==> src/rtl/seven_segment_display.sv <==
// Registered BCD/hex to seven-segment decoder with lamp-test, blanking and ripple-blanking.
// Optional build macro SEVEN_SEG_HEX_EN enables hex glyphs for codes 10..15.
module seven_segment_display (
  input  logic       clk,
  input  logic       rst_n,
  input  logic [3:0] A,
  input  logic       lt_n,
  input  logic       bl_n,
  input  logic       rbi_n,
  output logic       a,
  output logic       b,
  output logic       c,
  output logic       d,
  output logic       e,
  output logic       f,
  output logic       g,
  output logic       rbo_n,
  output logic       inv
);

  localparam int unsigned SEG_W = 7;

  logic [SEG_W-1:0] pattern;
  logic [SEG_W-1:0] seg_next;
  logic [SEG_W-1:0] seg_q;
  logic             supported;
  logic             rbo_next;

  // Glyph lookup, segment order {a,b,c,d,e,f,g}
  always_comb begin
    pattern   = '0;
    supported = 1'b1;
    case (A)
      4'd0:    pattern = 7'b1111110;
      4'd1:    pattern = 7'b0110000;
      4'd2:    pattern = 7'b1101101;
      4'd3:    pattern = 7'b1111001;
      4'd4:    pattern = 7'b0110011;
      4'd5:    pattern = 7'b1011011;
      4'd6:    pattern = 7'b1011111;
      4'd7:    pattern = 7'b1110000;
      4'd8:    pattern = 7'b1111111;
      4'd9:    pattern = 7'b1111011;
`ifdef SEVEN_SEG_HEX_EN
      4'd10:   pattern = 7'b1110111;
      4'd11:   pattern = 7'b0011111;
      4'd12:   pattern = 7'b1001110;
      4'd13:   pattern = 7'b0111101;
      4'd14:   pattern = 7'b1001111;
      default: pattern = 7'b1000111;
`else
      default: begin
        pattern   = '0;
        supported = 1'b0;
      end
`endif
    endcase
  end

  // Override priority: lamp test beats blank beats ripple blank
  always_comb begin
    seg_next = pattern;
    rbo_next = 1'b1;
    if (!lt_n) begin
      seg_next = '1;
    end else if (!bl_n) begin
      seg_next = '0;
    end else if (!rbi_n && (A == 4'd0)) begin
      seg_next = '0;
      rbo_next = 1'b0;
    end
  end

  always_ff @(posedge clk) begin
    if (!rst_n) begin
      seg_q <= '0;
      rbo_n <= 1'b1;
      inv   <= 1'b0;
    end else begin
      seg_q <= seg_next;
      rbo_n <= rbo_next;
      inv   <= ~supported;
    end
  end

  assign {a, b, c, d, e, f, g} = seg_q;

endmodule

==> config.mk <==
export PLATFORM = sky130hd
export DESIGN_NAME = seven_segment_display
export DESIGN_NICKNAME = d
export VERILOG_FILES = /design/src/rtl/seven_segment_display.sv
export SDC_FILE = /design/constraint.sdc
export NUM_CORES = 1
export LEC_CHECK = 0
export CORE_AREA = 2 2 39 41
export CTS_CLUSTER_DIAMETER = 150
export DETAILED_ROUTE_END_ITERATION = 10
export DIE_AREA = 0 0 41 43
export PLACE_DENSITY = 0.72
export SLEW_MARGIN = 5
export SYNTH_ARGS = -nofsm -noshare
export SYNTH_HDL_FRONTEND = slang
export SYNTH_SLANG_ARGS = --single-unit
==> constraint.sdc <==
create_clock -name clk -period 1.2 [get_ports clk]
set_input_delay 0.24 -clock clk [delete_from_list [all_inputs] [get_ports clk]]
set_output_delay 0.24 -clock clk [all_outputs]
set_load 0.02 [all_outputs]
==> summary.md, run 1 <==
| Metric | Value |
|---|---|
| Clock sink count | 9 |
| Leakage power | 0.348 nW |
| Post-synth cell types | 28 |
| Drt first pass iters | 4 |
| Crit path arrival time | 1.32 ns |
| CTS max path bufs | 2 |
| All-Layer GR Usage | 15.8% |
| WP data required | 1.38 ns |
| Post-synth top cells | dfxtp_1, a21oi_1, nor2_1 |
| Flops & latches, synth | 9 |
| Syn Inst Count | 62 |
| Worst Setup Path Type | input port to register |
| Most common cell in the netlist | dfxtp_1 |
| Placed cell areas | 722 um2 |
| Area grow syn2layout | 48.9% |
| Worst Tran Pin Value | 0.329 ns |
| Core area | 1380 um2 |
| Initial core utilization | 35.7% |
| Largest net degree at the start of global routing | 11 |
| GPL Wtd Cong | 0.891 |
| Hold WS | 0.489 ns |
| Die height | 43 um |
| Via count | 540 |
| Filler cell count | 146 |
| Critical Path Source Type | input port |
| DRT iter0 DRCs | 11 |
| Multi-input gate area | 269 um2 |
| Post-CTS Setup Repair Bufs | 0 |
| Residual DRC count | 0 |
| Die X-Extent | 41 um |
| GRT overflow | 0 |
| Num CTS Buffers | 3 |
| Power per cell area | 1010 nW/um2 |
| Run status | finished clean |
| Share of post-route cells with drive strength above 1 | 19.1% |
| FMAX | 877 MHz |
| Worst min path class | input port to register |
| CP Launch Point | rbi_n |
| Endpoints failing setup | 0 |
| Vias in the first global route | 488 |
| Rel. slew slack | 78.0% |
| Slew Limit Fails | 0 |
| CP Max Fanout | 6 |
| Period utilisation layout | 95.0% |
| Die area | 1760 um2 |
| Main synth FF type | dfxtp_1 |
| # IOs | 18 |
| Crit. End Element | register |
| Routed vias/inst | 5.14 |
| Post-CTS resize count | 12 |
| Detailed Place HPWL | 931 um |
| Clock Pin Slew Worst Setup and Hold Paths | 0.06 ns |
| Max Cap Viol | 0 |
| WL final | 1.16 mm |
| Post-route ant nets | 0 |
| First-pass GRT wire length | 1.93 mm |
| CTS tree | yes |
| # port buffers | 17 |
| Area contributors post-synth | dfxtp_1, a21oi_1, buf_6 |
| Nets | 99 |
| Drt wl/cell | 11.0 um |
| Yosys warning count | 0 |
| Seq/Total Area, Yosys | 36.5% |
| Row Count | 14 |
| Diodes inserted | 0 |
| Syn nets | 71 |
| Final Cell Area | 736 um2 |
| Maximum VDD drop | 0.000364 V |
| Yosys top cell by area | dfxtp_1 |
| Final hold vios | 0 |
| Post-synth EDFFs | 0 |
| FFs w/ async S/R, synth | 0% |
| Setup TNS | 0 ns |
| CTS root buf | clkbuf_4 |
| Tmin final | 1.14 ns |
| Post-synth top area share | 36.5% |
| Syn Std Cell Area | 494 um2 |
| RSZ-0062 raised after global routing | false |
| Hold Crit Start | A[3] |
| Seq. cell area | 180 um2 |
| Syn_area_per_cell | 7.97 um2 |
| H-tree levels | 1 |
| Post-CTS Hold Buffers | 0 |
| Initial antenna violation count | 0 |
==> flip-flops by register name (all words and copies together) (netlist names) <==
register and count:
seg_q 7, inv 1, rbo_n 1
==> stage by stage <==
step	std cells	power, mW	utilization [%]	setup WS [ns]
CTS	105	0.749	53.0	0.0169
global route	105	0.792	53.2	0.0104
detailed placement	101	0.544	52.2	-0.384
global placement	101	0.542	52.2	-0.370
finish	105	0.742	53.2	0.0600
floorplan	62	0.440	-	0.240
==> routing by layer <==
metal / vias up / share of wire, % / global-route usage, %
met5: - / 0 / 0
met4: 0 / 0.61 / 10.0
met3: 4 / 6.4 / 0
met2: 28 / 49 / 24.4
met1: 232 / 44 / 20.7
li1: 276 / - / -
==> kinds of logic (layout without fill, tap and decap cells) <==
kind of cell,count (synthesis),count (layout),share of synthesized area [%]
AOI/OAI and AO/OA,26,26,31.9
and+or+nand+nor,20,20,22.5
DFF,9,9,36.5
buffers and inverters,7,34,9.11
==> worst paths after layout <==
| kind | cells after the start | end | slack [ns] |
|---|---|---|---|
| setup / recovery | 5 | seg_q[4]$_SDFF_PN0_ | 0.06 |
| hold / removal | 4 | rbo_n$_SDFF_PN1_ | 0.49 |
==> power breakdown <==
part / internal (mW) / leakage (nW) / total, mW / switching (mW)
Combinational: 0.0930 / 0.258 / 0.199 / 0.106
Clock: 0.127 / 0.0150 / 0.221 / 0.0937
Sequential: 0.318 / 0.0750 / 0.322 / 0.00332
Total: 0.539 / 0.348 / 0.742 / 0.203
==> worst max-delay path: stages <==
cell and delay [ns]:
clkdlybuf4s50_1 0.60, nand2b_1 0.09, a21oi_1 0.16, o21ai_1 0.08, a21boi_1 0.15
==> layout by cell type (no fill, tap or decap) <==
cell type        Yosys  layout
o21a_1               1       1
inv_2                1       1
o21ai_0              4       2
dlymetal6s2s_1       0       1
nand2_1              4       4
nor2b_1              1       1
and2_1               1       1
nor2_2               1       1
nand4_1              1       1
and2b_1              1       1
and3_1               1       1
or2_4                1       1
nand3_1              1       1
nand2b_1             2       2
o22a_1               1       1
dfxtp_1              9       9
clkbuf_4             0       3
a21oi_1              8       8
inv_1                3       3
nor2_1               5       5
o21ai_1              4       6
clkdlybuf4s50_1      0       4
nor4_2               1       1
a21boi_1             2       2
o22ai_1              2       2
a2bb2oi_1            1       1
clkbuf_1             0       1
o31ai_1              1       1
o21ai_2              1       1
dlygate4sd2_1        0      12
a22o_1               1       1
buf_4                1       9
==> final cells by class <==
class                   count  share of cell area (%)
multi-input cells          46                    36.6
repair buffers             26                    30.6
flip-flops and latches      9                    24.5
clock buffers               4                    3.57
well taps                  16                    2.72
inverters                   4                    2.04
Note: power is estimated with default switching activity, not from simulation.
==> run 2, diff against run 1 <==
==> constraint.sdc (replaced) <==
create_clock -name clk -period 1.4 [get_ports clk]
set_input_delay 0.28 -clock clk [delete_from_list [all_inputs] [get_ports clk]]
set_output_delay 0.28 -clock clk [all_outputs]
set_load 0.02 [all_outputs]
==> summary.md, run 2 (same netlist as run 1, synthesis figures left out) <==
| Metric | Value |
|---|---|
| Filler cell count | 141 (-3.4%) |
| Largest Register | seg_q |
| # IOs | 18 (unchanged) |
| Max Cap Viol | 0 (unchanged) |
| Post-route ant nets | 0 (unchanged) |
| Row Count | 14 (unchanged) |
| Crit path arrival time | 1.44 ns (+0.12 ns) |
| Post-CTS Hold Buffers | 0 (unchanged) |
| Initial core utilization | 35.7% (unchanged) |
| GRT overflow | 0 (unchanged) |
| Power per cell area | 874 nW/um2 (-13%) |
| CTS root buf | clkbuf_4 |
| Slowest cell delay on critical path | 0.54 ns (-0.06 ns) |
| FMAX | 760 MHz |
| Worst min path class | input port to register |
| Die area | 1760 um2 (unchanged) |
| GPL Wtd Cong | 0.872 (-2.2%) |
| Worst Setup Path Type | input port to register |
| Residual DRC count | 0 (unchanged) |
| Die X-Extent | 41 um (unchanged) |
| # port buffers | 17 (unchanged) |
| Multi-input gate area | 269 um2 (unchanged) |
| Die height | 43 um (unchanged) |
| Drt wl/cell | 11.5 um (+4.0%) |
| Crit. End Element | register |
| Hold WS | 0.644 ns (+0.155 ns) |
| Endpoints failing setup | 0 (unchanged) |
| Commonest non-fill, non-tap cells in the layout | dfxtp_1, dlygate4sd2_1, a21oi_1, buf_4, clkdlybuf4s50_1 |
| Seq. cell area | 180 um2 (unchanged) |
| Tmin final | 1.32 ns |
| Cell Chain, Critical Path | clkdlybuf4s50_1, nor4_2, buf_4, nand4_1 |
| Hold Path Stages | 4 (unchanged) |
| Hold Path End | seg_q[3]$_SDFF_PN0_ |
| Final hold vios | 0 (unchanged) |
| Clock sink count | 9 (unchanged) |
| Critical Path Source Type | input port |
| Drt first pass iters | 4 (unchanged) |
| Max FFs per register | 7 (unchanged) |
| Cell family with most CP delay | buffers and inverters |
| H-tree levels | 1 (unchanged) |
| Slew Limit Fails | 0 (unchanged) |
| CP Launch Point | A[1] |
| Worst path bufs/invs | 2 (+1) |
| Run status | finished clean |
| Area grow syn2layout | 48.1% |
| Biggest regs | seg_q x7, inv x1, rbo_n x1 |
| Via count | 518 (-4.1%) |
| First-pass GRT wire length | 1.78 mm (-7.9%) |
| All-Layer GR Usage | 14.8% (-1.0 points) |
| Hold Crit Start | A[2] |
| Nets | 98 (-1.0%) |
| WP data required | 1.52 ns (+0.14 ns) |
| Worst Tran Pin Value | 0.358 ns (+0.0288 ns) |
| Period utilisation layout | 94.0% |
| DRT iter0 DRCs | 20 (+9) |
| Post-CTS Setup Repair Bufs | 0 (unchanged) |
| CP Max Fanout | 7 (+1) |
| Vias in the first global route | 438 (-10%) |
| Maximum VDD drop | 0.000316 V (-13%) |
| Leakage power | 0.339 nW (-2.6%) |
| RSZ-0062 raised after global routing | false |
| CTS tree | yes |
| Share of post-route cells with drive strength above 1 | 18.2% (-0.92 points) |
| Clock Pin Slew Worst Setup and Hold Paths | 0.06 ns (about the same) |
| Initial antenna violation count | 0 (unchanged) |
| Rel. slew slack | 76.1% (-2.0 points) |
| CP max stage cell | clkdlybuf4s50_1 |
| Core area | 1380 um2 (unchanged) |
| Diodes inserted | 0 (unchanged) |
| Layout Utilization | 52.9% (-0.27 points) |
| WL final | 1.19 mm (+3.0%) |
| Routed vias/inst | 4.98 (-3.2%) |
| Largest net degree at the start of global routing | 11 (unchanged) |
| CTS max path bufs | 2 (unchanged) |
| Detailed Place HPWL | 906 um (-2.8%) |
| Num CTS Buffers | 3 (unchanged) |
==> run 2: cell types whose count changed in the layout (fill, tap and decap cells not counted) <==
cell             change
buf_4                -1
clkdlybuf4s50_1      +3
dlygate4sd2_1        -3
o21ai_0              +2
o21ai_1              -2
==> run 2: worst max path at each step <==
stage,cells after the start,endpoint,slack [ns]
6_report,4,rbo_n$_SDFF_PN1_,0.08
4_1_cts,5,seg_q[0]$_SDFF_PN0_,0.04
3_3_place_gp,5,seg_q[0]$_SDFF_PN0_,-0.20
5_1_grt,4,rbo_n$_SDFF_PN1_,0.01
3_5_place_dp,5,seg_q[0]$_SDFF_PN0_,-0.23
2_1_floorplan,5,seg_q[5]$_SDFF_PN0_,0.40
==> run 2: final cells by class <==
| cell class | instances | share of cell area, % |
|---|---|---|
| multi-input cells | 46 | 36.8 |
| well taps | 16 | 2.74 |
| inverters | 4 | 2.05 |
| repair buffers | 25 | 30.3 |
| flip-flops and latches | 9 | 24.6 |
| clock buffers | 4 | 3.59 |
==> run 2: power breakdown <==
part	total (mW)	internal [mW]	leakage, nW	switching [mW]
Sequential	0.276	0.273	0.0750	0.00312
Clock	0.192	0.109	0.0150	0.0827
Combinational	0.172	0.0808	0.249	0.0912
Total	0.640	0.463	0.339	0.177
==> run 2: per-layer routing <==
| metal | track usage (%) | wire, um | up-vias |
|---|---|---|---|
| met5 | 0 | 0 | - |
| met4 | 10.0 | 0 | 0 |
| met3 | 0 | 80 | 0 |
| met2 | 24.4 | 621 | 24 |
| met1 | 17.5 | 489 | 223 |
| li1 | - | - | 271 |
==> run 2: what timing repair did <==
action,in CTS,in global routing
gates resized for setup,9,1
setup endpoints to repair,9,2
cloned,0,0
==> run 2: metrics by stage <==
stage / area (um2) / instances / power, mW / worst slack, ns / TNS (ns)
floorplan: 494 / 62 / 0.377 / 0.400 / 0
global placement: 714 / 100 / 0.462 / -0.204 / -1.23
detailed placement: 714 / 100 / 0.465 / -0.231 / -1.46
CTS: 729 / 104 / 0.650 / 0.0371 / 0
global route: 732 / 104 / 0.672 / 0.0104 / 0
finish: 732 / 104 / 0.640 / 0.0835 / 0
==> run 3, diff against run 2 <==
--- a/config.mk
+++ b/config.mk
@@ -10,6 +10,7 @@
 export DETAILED_ROUTE_END_ITERATION = 10
 export DIE_AREA = 0 0 41 43
 export PLACE_DENSITY = 0.72
+export SETUP_SLACK_MARGIN = 0.5
 export SLEW_MARGIN = 5
 export SYNTH_ARGS = -nofsm -noshare
 export SYNTH_HDL_FRONTEND = slang
==> summary.md, run 3 (same netlist as run 1, synthesis figures left out) <==
| Metric | Value |
|---|---|
| Crit path arrival time | 0.70 ns (-0.74 ns) |
| Via count | 571 (+10%) |
| Period utilisation layout | 70.3% (-24 points) |
| GRT overflow | 0 (unchanged) |
| Worst Tran Pin Value | 0.262 ns (-0.0966 ns) |
| WP data required | 1.12 ns (-0.40 ns) |
| Worst min path class | input port to register |
| Hold WS | 0.334 ns (-0.310 ns) |
| Drt first pass iters | 4 (unchanged) |
| Largest net degree at the start of global routing | 11 (unchanged) |
| H-tree levels | 1 (unchanged) |
| Worst Setup Path Type | register to primary output |
| # IOs | 18 (unchanged) |
| CP Launch Point | seg_q[6]$_SDFF_PN0_ |
| Post-CTS Hold Buffers | 0 (unchanged) |
| Max FFs per register | 7 (unchanged) |
| Commonest non-fill, non-tap cell in the layout | buf_6 |
| CP max stage cell | dfxtp_2 |
| Filler cell count | 124 (-12%) |
| CP endpoint | a |
| Vias in the first global route | 561 (+28%) |
| Detailed Place HPWL | 906 um (about the same) |
| Clock Pin Slew Worst Setup and Hold Paths | 0.06 ns (about the same) |
| # port buffers | 17 (unchanged) |
| Max Cap Viol | 0 (unchanged) |
| CTS tree | yes |
| Num CTS Buffers | 3 (unchanged) |
| Initial antenna violation count | 0 (unchanged) |
| Share of post-route cells with drive strength above 1 | 53.8% (+36 points) |
| Area grow syn2layout | 66.3% |
| FMAX | 1020 MHz (+34%) |
| Maximum VDD drop | 0.000285 V (-9.7%) |
| Die X-Extent | 41 um (unchanged) |
| Final WS setup | 0.416 ns (+0.332 ns) |
| Row Count | 14 (unchanged) |
| Hold Crit Start | A[3] |
| Run status | finished clean |
| GPL Wtd Cong | 0.871 (about the same) |
| Die height | 43 um (unchanged) |
| Rel. slew slack | 82.4% (+6.3 points) |
| Hold Path Stages | 3 (-1) |
| Die area | 1760 um2 (unchanged) |
| Final Cell Area | 822 um2 (+12%) |
| Dpl ws | -0.165 ns (+0.0661 ns) |
| Power per cell area | 843 nW/um2 (-3.6%) |
| Cell family with most CP delay | flip-flops |
| Residual DRC count | 0 (unchanged) |
| Cell Chain, Critical Path | buf_6 |
| Largest Register | seg_q |
| Drt wl/cell | 12.8 um (+12%) |
| Routed vias/inst | 5.34 (+7.1%) |
| Worst path bufs/invs | 1 (-1) |
| Crit. End Element | primary output |
| WL final | 1.37 mm (+15%) |
| All-Layer GR Usage | 18.5% (+3.7 points) |
| Nets | 101 (+3.1%) |
| First-pass GRT wire length | 2.24 mm (+26%) |
| Placed cell areas | 723 um2 (+1.2%) |
| Final hold vios | 0 (unchanged) |
| Commonest non-fill, non-tap cells in the layout | buf_6, dfxtp_2, o21ai_1, buf_4, a21oi_1 |
| CP Max Fanout | 1 (-6) |
| CP Depth | 1 (-3) |
| Biggest regs | seg_q x7, inv x1, rbo_n x1 |
| Leakage power | 0.363 nW (+7.3%) |
| Endpoints failing setup | 0 (unchanged) |
| Slew Limit Fails | 0 (unchanged) |
| Critical Path Source Type | register |
| Tmin final | 0.984 ns (-0.332 ns) |
| DRT iter0 DRCs | 19 (-5.0%) |
| Diodes inserted | 0 (unchanged) |
| Initial core utilization | 35.7% (unchanged) |
| RSZ-0062 raised after global routing | true |
| Clock sink count | 9 (unchanged) |
| Slowest cell delay on critical path | 0.32 ns (-0.22 ns) |
| CTS root buf | clkbuf_4 |
| Post-route ant nets | 0 (unchanged) |
| CTS max path bufs | 2 (unchanged) |
| Core area | 1380 um2 (unchanged) |
==> run 3: cell types whose count changed in the layout (fill, tap and decap cells not counted), sizes merged <==
cell,change
buf,+16
clkdlybuf4s15,+1
dlygate4sd2,-6
dlymetal6s2s,-1
clkdlybuf4s50,-7
==> run 3: layout make-up <==
type | count | area (um2) | share of cell area, %
timing repair buffer | 28 | 267 | 32.4
clock buffer | 4 | 26.3 | 3.20
sequential | 9 | 191 | 23.3
tap | 16 | 20.0 | 2.44
inverter | 4 | 15.0 | 1.83
multi-input combinational | 46 | 303 | 36.8
==> run 3: worst min path at each step <==
stage                             endpoint  slack [ns]
after global routing      rbo_n$_SDFF_PN1_        0.35
after detailed placement  rbo_n$_SDFF_PN1_        0.95
after global placement    rbo_n$_SDFF_PN1_        0.95
after floorplan           rbo_n$_SDFF_PN1_        0.35
final                     rbo_n$_SDFF_PN1_        0.33
after CTS                 rbo_n$_SDFF_PN1_        0.33
==> run 3: layer usage <==
layer  GRT usage [%]  wire, um
met1            21.6       564
met2            30.0       712
met3            2.09        69
met4            11.3        23
met5               0         0
==> run 3: stage by stage <==
stage,utilization (%),power [mW],setup TNS [ns],instances
after floorplan,-,0.381,0,62
after global placement,52.3,0.466,-0.890,100
after detailed placement,52.3,0.469,-1.09,100
after CTS,58.6,0.684,0,107
after global routing,59.4,0.725,0,107
final,59.4,0.693,0,107
==> run 3: repair_timing <==
item                       4_1_cts  5_1_grt
setup buffers                    2        0
cloned                           1        0
setup endpoints to repair       18       14
hold endpoints to repair         0        0
pin swaps                        6        8
resized for setup               95        8
==> run 3: power by group <==
part | total (mW) | switching (mW) | internal (mW)
Sequential | 0.284 | 0.00758 | 0.276
Combinational | 0.208 | 0.104 | 0.104
Clock | 0.201 | 0.0908 | 0.110
